[config.mk]
export PLATFORM = sky130hd
export DESIGN_NAME = fifo_word_packer
export DESIGN_NICKNAME = d
export VERILOG_FILES = /design/src/rtl/fifo_pkg.sv /design/src/rtl/fifo_word_packer.sv
export SDC_FILE = /design/constraint.sdc
export NUM_CORES = 1
export LEC_CHECK = 0
export BUFFER_PORTS_ARGS = -buffer_cell sky130_fd_sc_hd__clkbuf_2
export CAP_MARGIN = 20
export CORE_MARGIN = 1.5
export CORE_UTILIZATION = 55
export DETAILED_ROUTE_END_ITERATION = 8
export GPL_TIMING_DRIVEN = 0
export PLACE_DENSITY_LB_ADDON = 0.05
export SYNTH_ARGS = -nofsm -noshare
export SYNTH_HDL_FRONTEND = slang
export SYNTH_SLANG_ARGS = --single-unit
[constraint.sdc]
create_clock -name clk -period 4.8 [get_ports clk]
set_input_delay 0.24 -clock clk [delete_from_list [all_inputs] [get_ports clk]]
set_output_delay 0.24 -clock clk [all_outputs]
set_load 0.03 [all_outputs]
[src/rtl/fifo_pkg.sv]
// Shared definitions for the byte FIFO and the blocks that consume its byte stream.
package fifo_pkg;

    localparam int unsigned BYTE_W = 8;

    typedef enum logic [0:0] {
        ST_FILL = 1'b0,
        ST_SEND = 1'b1
    } state_t;

endpackage

[src/rtl/fifo_word_packer.sv]
// Pops bytes from the byte FIFO and packs them little-endian into BYTES-wide words on a
// valid/ready stream; a flush emits the current partial word with a lane-keep mask.
module fifo_word_packer
    import fifo_pkg::*;
#(
    parameter int unsigned BYTES = 4
) (
    input  logic                     clk,
    input  logic                     reset,
    input  logic                     fifo_empty,
    output logic                     fifo_rd_en,
    input  logic [BYTE_W-1:0]        fifo_data,
    input  logic                     flush,
    output logic                     out_valid,
    input  logic                     out_ready,
    output logic [BYTE_W*BYTES-1:0]  out_data,
    output logic [BYTES-1:0]         out_keep
);

    localparam int unsigned CNT_W = $clog2(BYTES + 1);

    state_t           state, state_nxt;
    logic [CNT_W-1:0] count;
    logic             inflight;
    logic             flush_pend;
    logic [BYTES-1:0] keep_q;
    logic [BYTES-1:0] part_keep;
    logic [CNT_W:0]   occupancy;
    logic             capture, last_byte, flush_go, flush_drop, handshake;

    assign occupancy  = {1'b0, count} + (CNT_W + 1)'(inflight);
    assign capture    = (state == ST_FILL) && inflight;
    assign last_byte  = capture && (count == CNT_W'(BYTES - 1));
    assign flush_go   = (state == ST_FILL) && !inflight && flush_pend && (count != '0);
    assign flush_drop = (state == ST_FILL) && !inflight && flush_pend && (count == '0);
    assign handshake  = (state == ST_SEND) && out_ready;

    always_ff @(posedge clk) begin
        if (reset) state <= ST_FILL;
        else       state <= state_nxt;
    end

    always_comb begin
        state_nxt = state;
        case (state)
            ST_FILL: if (last_byte || flush_go) state_nxt = ST_SEND;
            ST_SEND: if (out_ready)             state_nxt = ST_FILL;
            default:                            state_nxt = ST_FILL;
        endcase
    end

    // A pop is withheld in the flush-service cycle, otherwise its byte would land during SEND.
    always_comb begin
        fifo_rd_en = 1'b0;
        out_valid  = 1'b0;
        if (!reset) begin
            out_valid  = (state == ST_SEND);
            fifo_rd_en = (state == ST_FILL) && !fifo_empty &&
                         (occupancy < (CNT_W + 1)'(BYTES)) && !flush_go;
        end
    end

    always_ff @(posedge clk) begin
        if (reset) begin
            count      <= '0;
            inflight   <= 1'b0;
            flush_pend <= 1'b0;
            keep_q     <= '0;
        end else begin
            inflight <= fifo_rd_en;
            if (flush)                        flush_pend <= 1'b1;
            else if (flush_go || flush_drop)  flush_pend <= 1'b0;
            if (handshake) begin
                count  <= '0;
                keep_q <= '0;
            end else if (capture) begin
                count <= count + 1'b1;
                if (last_byte) keep_q <= '1;
            end else if (flush_go) begin
                keep_q <= part_keep;
            end
        end
    end

    for (genvar k = 0; k < BYTES; k++) begin : g_lane
        logic [BYTE_W-1:0] lane_q;

        always_ff @(posedge clk) begin
            if (reset || handshake)                     lane_q <= '0;
            else if (capture && count == CNT_W'(k))     lane_q <= fifo_data;
        end

        assign part_keep[k]                = (count > CNT_W'(k));
        assign out_data[BYTE_W*k +: BYTE_W] = out_valid ? lane_q : '0;
        assign out_keep[k]                 = out_valid & keep_q[k];
    end

endmodule

==> results.py, run 1 <==
metrics = {
    "timing": {
        "fin_setup_tns_ns": 0,
        "rsz0062_at_grt": "no",
        "maxSlewViolCount": 0,
        "finalCritPeriodShare": 0.439,
        "timing.fmax_mhz": 474,
        "worstMarginPinSlew_ns": 0.434,
        "setup_viol": 0,
        "finClkSkew_ns": 0.0143,
        "maxSlewHeadroom": 0.711,
        "finalCriticalPeriod_ns": 2.11,
        "finalHoldViolCount": 0,
    },
    "clocking": {
        "hold_buffers": 0,
        "cts_buffer_depth": 2,
        "cts_max_level": 2,
        "cts_inserted_buffers": 5,
        "clk_latency_ns": 0.37,
        "cts_tree": "done",
        "cts.sinks": 42,
        "path_clk_slew_ns": 0.12,
        "cts_root_buffer": "clkbuf_4",
        "postCtsResizedCells": 0,
        "cts_setup_buffers": 0,
    },
    "drt": {
        "drc": 0,
        "num_vias": 1701,
        "wirelength_um": 4090,
        "viasPerCell": 4.97,
        "wire_per_inst_um": 12.0,
        "drt_iter0_drc": 50,
        "ant_nets": 0,
        "dr.pass1.iters": 4,
    },
    "synthesis": {
        "synth_fp_nets": 256,
        "syn_inst": 238,
        "async_flop_share": 0,
        "synth.cell_area_um2": 1900,
        "ys_types": 26,
        "yosysSeqAreaShare": 0.443,
        "synth-main-ff-cell": "dfxtp_1",
        "synth-edff-count": 0,
        "yosysWarnings": 0,
        "avgSynthCellArea_um2": 7.97,
        "synth_seq_cells": 42,
    },
    "placed_design": {
        "post_dp_cell_area_um2": 2200,
        "place_congestion": 0.792,
        "dpl.hpwl_um": 3060,
        "portBuffers": 50,
    },
    "layout": {
        "nets": 313,
        "diodes": 0,
        "area_growth_pct": 20.3,
        "design_area_um2": 2280,
        "n_fill_cell": 311,
        "multi_input_area_um2": 957,
        "register_area_um2": 841,
        "layout-drive-gt1-share": 0.253,
    },
    "power": {
        "p_leak_nw": 0.996,
        "power_density_nw_per_um2": 298,
        "finalPower_w": 0.000680,
        "p_comb_frac": 0.117,
        "vdd_ir_drop_max_mv": 0.190,
        "p_sw_frac": 0.264,
        "clkPwrFrac": 0.334,
        "intPower_w": 0.000500,
        "seq_power_share": 0.549,
        "power_switching_w": 0.000179,
    },
    "flow_run": {
        "drv_cap": 0,
    },
    "die": {
        "core_um2": 3310,
        "start_util": 0.573,
        "die_h_um": 61.7,
        "fp.dieW_um": 61.7,
        "ios": 51,
        "num_rows": 21,
        "dieArea_um2": 3810,
    },
    "critical_path": {
        "critical_path.top_delay_family": "buffers and inverters",
        "max_stage_delay_ns": 0.39,
        "reg2reg_setup_slack_ns": 2.98,
        "cp_data_required_time_ns": 4.56,
        "start_kind": "flop",
        "crit_path_cell_trace": "buf_4, nor2b_1, buf_2, clkbuf_2, and2_1, clkbuf_2",
        "cp_slowest_cell": "dfxtp_1",
        "crit_top_cell": "clkbuf_2",
        "crit_type": "flop to primary output",
        "crit_arrival_ns": 1.87,
        "endpoint_kind": "primary output",
        "path_max_fanout": 10,
        "crit_buf_inv": 4,
    },
    "global_route": {
        "antenna_found_initial": 0,
        "grt_pass1_vias": 1412,
        "gr-usage-all-layers": 0.231,
        "grt_first_pass_wirelength_um": 6360,
        "overflow": 0,
        "grt_max_degree": 14,
    },
    "run_status": {
        "status": "finished, final reports clean",
    },
    "worst_hold_path": {
        "hold_class": "input port to flop",
    },
}
[tightest hold or removal path: cells and delay by family]
kind,cells,cell delay [ns]
AO/OA/AOI/OAI,1,0.05
buffers and inverters,2,0.12
[cell usage after synthesis (3+ instances only)]
cell type  count  area [µm²]
nand2_1       62         233
dfxtp_1       42         841
buf_2          5        25.0
nand3_1        8        40.0
buf_4          6        45.0
ha_1           5        62.6
and2_1        39         244
o21a_1         3        22.5
o21ai_0        3        15.0
inv_1          4        15.0
a21oi_1       35         175
nor2_1         6        22.5
[power groups by stage]
stage               clock, W  combinational, W  sequential (W)
finish              0.000227         0.0000796        0.000373
global route        0.000239         0.0000902        0.000376
CTS                 0.000229         0.0000802        0.000373
detailed placement         0         0.0000799        0.000381
global placement           0         0.0000787        0.000380
floorplan                  0         0.0000561        0.000378
[cells by family after synthesis]
kind of cell	Yosys count	share of synthesized area
buffers and inverters	18	0.0521
AND/OR/NAND/NOR	121	0.312
AO/OA/AOI/OAI	51	0.155
adder cells (fa/ha/maj)	5	0.0330
XOR/XNOR	1	0.00462
flip-flops	42	0.443
[cell usage in the layout, fill, tap and decap left out, drive strengths merged, types with 3 or more instances in the layout]
cell,instances
a21oi,37
and2,39
buf,11
clkbuf,58
dfxtp,42
ha,5
inv,4
nand2,62
nand3,8
nor2,6
o21a,3
o21ai,3
[final timing paths]
path / cells past startpoint / end / start
worst min register to register: 2 / g_lane[1].lane_q[4] / g_lane[1].lane_q[4]
worst max-delay path: 6 / out_data[7] / state
worst min-delay path: 3 / flush_pend / flush
worst max register to register: 6 / g_lane[3].lane_q[7] / count[0]
[registers in the layout, summed over array words and instances, names as in the netlist]
| register | count |
|---|---|
| g_lane.lane_q | 32 |
| keep_q | 4 |
| count | 3 |
| flush_pend | 1 |
| inflight | 1 |
| state | 1 |
[per-stage QoR]
| stage | hold WS, ns | util | std cells | setup slack, ns |
|---|---|---|---|---|
| 2_1_floorplan | 0.309 | - | 238 | 3.16 |
| 3_3_place_gp | 0.437 | 0.666 | 334 | 3.05 |
| 3_5_place_dp | 0.443 | 0.666 | 334 | 3.01 |
| 4_1_cts | 0.0870 | 0.689 | 342 | 2.67 |
| 5_1_grt | 0.0939 | 0.689 | 342 | 2.52 |
| 6_report | 0.0885 | 0.689 | 342 | 2.69 |
[cell type report]
cell class / count / area share
Buffer: 14 / 0.0367
Clock buffer: 5 / 0.0164
Clock inverter: 3 / 0.0175
Inverter: 4 / 0.00658
Multi-Input combinational cell: 178 / 0.419
Sequential cell: 42 / 0.368
Tap cell: 46 / 0.0252
Timing Repair Buffer: 50 / 0.110
[per-layer routing]
metal	wire, µm	vias up	GRT usage
met5	0	-	0
met4	92	0	0.131
met3	219	10	0.0414
met2	1900	51	0.359
met1	1880	753	0.303
li1	-	887	-
(Power assumes the default switching activity.)
==> run 2, diff against run 1 <==
- CORE_UTILIZATION: 55 -> 46
- clock period: 4.8 -> 1.7 ns (I/O delays scaled with it)
==> run 2 against run 1 <==
First-iteration DRC count up 84%. Clock skew down 0.0089 ns. Worst hold slack worse by 0.088 ns. Global-route usage down 2.3 points. Worst setup slack worse by 2.6 ns. Clock power rose to 3.6 times the previous value. Critical endpoint unchanged. Sequential power rose to 2.8 times the previous value.
==> results.py, run 2 (synthesis results as in run 1) <==
metrics = {
    "run_status": {
        "status": "finished, final reports clean",
    },
    "timing": {
        "timing.fmax_mhz": 616,
        "finalCritPeriodShare": 0.954,
        "layout_setup_ws_ns": 0.0774,
        "finalCriticalPeriod_ns": 1.62,
        "worstMarginPinSlew_ns": 0.396,
        "rsz0062_at_grt": "no",
        "maxSlewHeadroom": 0.736,
        "maxSlewViolCount": 0,
        "hold-worst-slack_ns": 0.000827,
        "fin_setup_tns_ns": 0,
        "finalHoldViolCount": 0,
        "setup_viol": 0,
        "finClkSkew_ns": 0.00540,
    },
    "critical_path": {
        "max_stage_delay_ns": 0.33,
        "cp_data_required_time_ns": 1.62,
        "crit_path_cell_trace": "buf_6, nor2b_2, buf_4, clkbuf_8, and2_1, clkbuf_4",
        "r2r-start": "count[2]",
        "start_kind": "flop",
        "worstRegToRegCells": 6,
        "critical_path.top_delay_family": "buffers and inverters",
        "crit_type": "flop to primary output",
        "reg2reg_setup_slack_ns": 0.15,
        "r2r_end": "g_lane[3].lane_q[1]",
        "crit_arrival_ns": 1.54,
        "cp_slowest_cell": "dfxtp_2",
        "crit_buf_inv": 4,
        "endpoint_kind": "primary output",
        "path_max_fanout": 10,
    },
    "power": {
        "p_sw_frac": 0.244,
        "p_comb_frac": 0.117,
        "p_leak_nw": 1.05,
        "finalPower_w": 0.00211,
        "vdd_ir_drop_max_mv": 0.517,
        "intPower_w": 0.00159,
        "power_density_nw_per_um2": 869,
        "clkPwrFrac": 0.384,
        "power_switching_w": 0.000515,
        "seq_power_share": 0.500,
    },
    "placed_design": {
        "pre_cts_slack_ns": -0.137,
        "dpl.hpwl_um": 3210,
        "portBuffers": 50,
        "post_dp_cell_area_um2": 2210,
        "place_congestion": 0.822,
    },
    "clocking": {
        "cts_tree": "done",
        "cts_root_buffer": "clkbuf_8",
        "cts_inserted_buffers": 5,
        "path_clk_slew_ns": 0.07,
        "cts_max_level": 2,
        "cts_buffer_depth": 2,
        "clk_latency_ns": 0.29,
        "hold_buffers": 0,
        "cts.sinks": 42,
    },
    "die": {
        "start_util": 0.478,
        "dieArea_um2": 4520,
        "core_um2": 3970,
        "ios": 51,
        "num_rows": 23,
        "fp.dieW_um": 67.2,
        "die_h_um": 67.2,
    },
    "global_route": {
        "grt_pass1_vias": 1404,
        "gr-usage-all-layers": 0.209,
        "grt_first_pass_wirelength_um": 6990,
        "grt_max_degree": 13,
        "overflow": 0,
        "antenna_found_initial": 0,
    },
    "layout": {
        "largestRegisters": "g_lane.lane_q x32, keep_q x4, count x3",
        "area_growth_pct": 27.9,
        "nets": 316,
        "layout-drive-gt1-share": 0.282,
        "design_area_um2": 2430,
        "mostFrequentLayoutCell": "nand2_1",
        "regMostFlops": "g_lane.lane_q",
        "layout_common_cells": "nand2_1, and2_1, dfxtp_1, a21oi_1, clkbuf_2",
        "diodes": 0,
        "largest_register_ffs": 32,
        "n_fill_cell": 376,
    },
    "drt": {
        "dr.pass1.iters": 4,
        "wire_per_inst_um": 12.7,
        "drc": 0,
        "num_vias": 1741,
        "viasPerCell": 5.00,
        "ant_nets": 0,
        "drt_iter0_drc": 92,
        "wirelength_um": 4410,
    },
    "worst_hold_path": {
        "hold_class": "input port to flop",
        "min_path_cells": 3,
        "worstHoldStart": "flush",
        "whs_endpoint": "flush_pend",
    },
    "flow_run": {
        "drv_cap": 0,
    },
}
## run 2: per-layer routing
| metal | routed length, µm | GRT usage | vias up | part of all wire |
|---|---|---|---|---|
| li1 | - | - | 895 | - |
| met1 | 2160 | 0.298 | 796 | 0.49 |
| met2 | 2000 | 0.319 | 43 | 0.45 |
| met3 | 199 | 0.0400 | 7 | 0.045 |
| met4 | 51 | 0.0612 | 0 | 0.012 |
| met5 | 0 | 0 | - | 0 |
## run 2: layout make-up
cell class              instances  area (µm²)  area share
plain buffers                  14         109      0.0449
inverters                       4        15.0     0.00619
clock inverters                 1        30.0      0.0124
clock buffers                   6        82.6      0.0340
multi-input cells             178         972       0.401
well taps                      50        62.6      0.0258
repair buffers                 53         308       0.127
flip-flops and latches         42         847       0.349
## run 2: worst reg2reg max path, cell delays in order, from the launching register on
cell and delay, ns:
dfxtp_1 0.47, inv_1 0.10, ha_1 0.22, clkbuf_2 0.19, nand2_1 0.26, nand2_1 0.09, a21oi_1 0.15
## run 2: power by group through the flow
stage,Combinational (W),Clock (W),Sequential (W)
3_5_place_dp,0.000228,0,0.00108
4_1_cts,0.000237,0.000817,0.00105
5_1_grt,0.000275,0.000850,0.00106
6_report,0.000246,0.000809,0.00105
3_3_place_gp,0.000226,0,0.00107
2_1_floorplan,0.000158,0,0.00107
## run 2: stage by stage
stage,util,cells
floorplan,-,238
global placement,0.556,338
detailed placement,0.556,338
CTS,0.597,346
global route,0.611,348
finish,0.611,348
## run 2: worst max path at each step
stage | start | endpoint | slack [ns] | cells after the start
floorplan | count[0] | keep_q[3] | 0.18 | 6
global placement | count[0] | g_lane[3].lane_q[2] | -0.10 | 6
detailed placement | count[0] | g_lane[3].lane_q[2] | -0.14 | 6
CTS | state | out_data[31] | 0.009 | 6
global route | state | out_data[4] | 0.01 | 6
finish | state | out_data[7] | 0.08 | 6
## run 2: timing repair
item	CTS	global route
gates resized for setup	15	38
setup endpoints to repair	40	37
buffers inserted	1	2
pin swaps	0	2
gates cloned	0	0
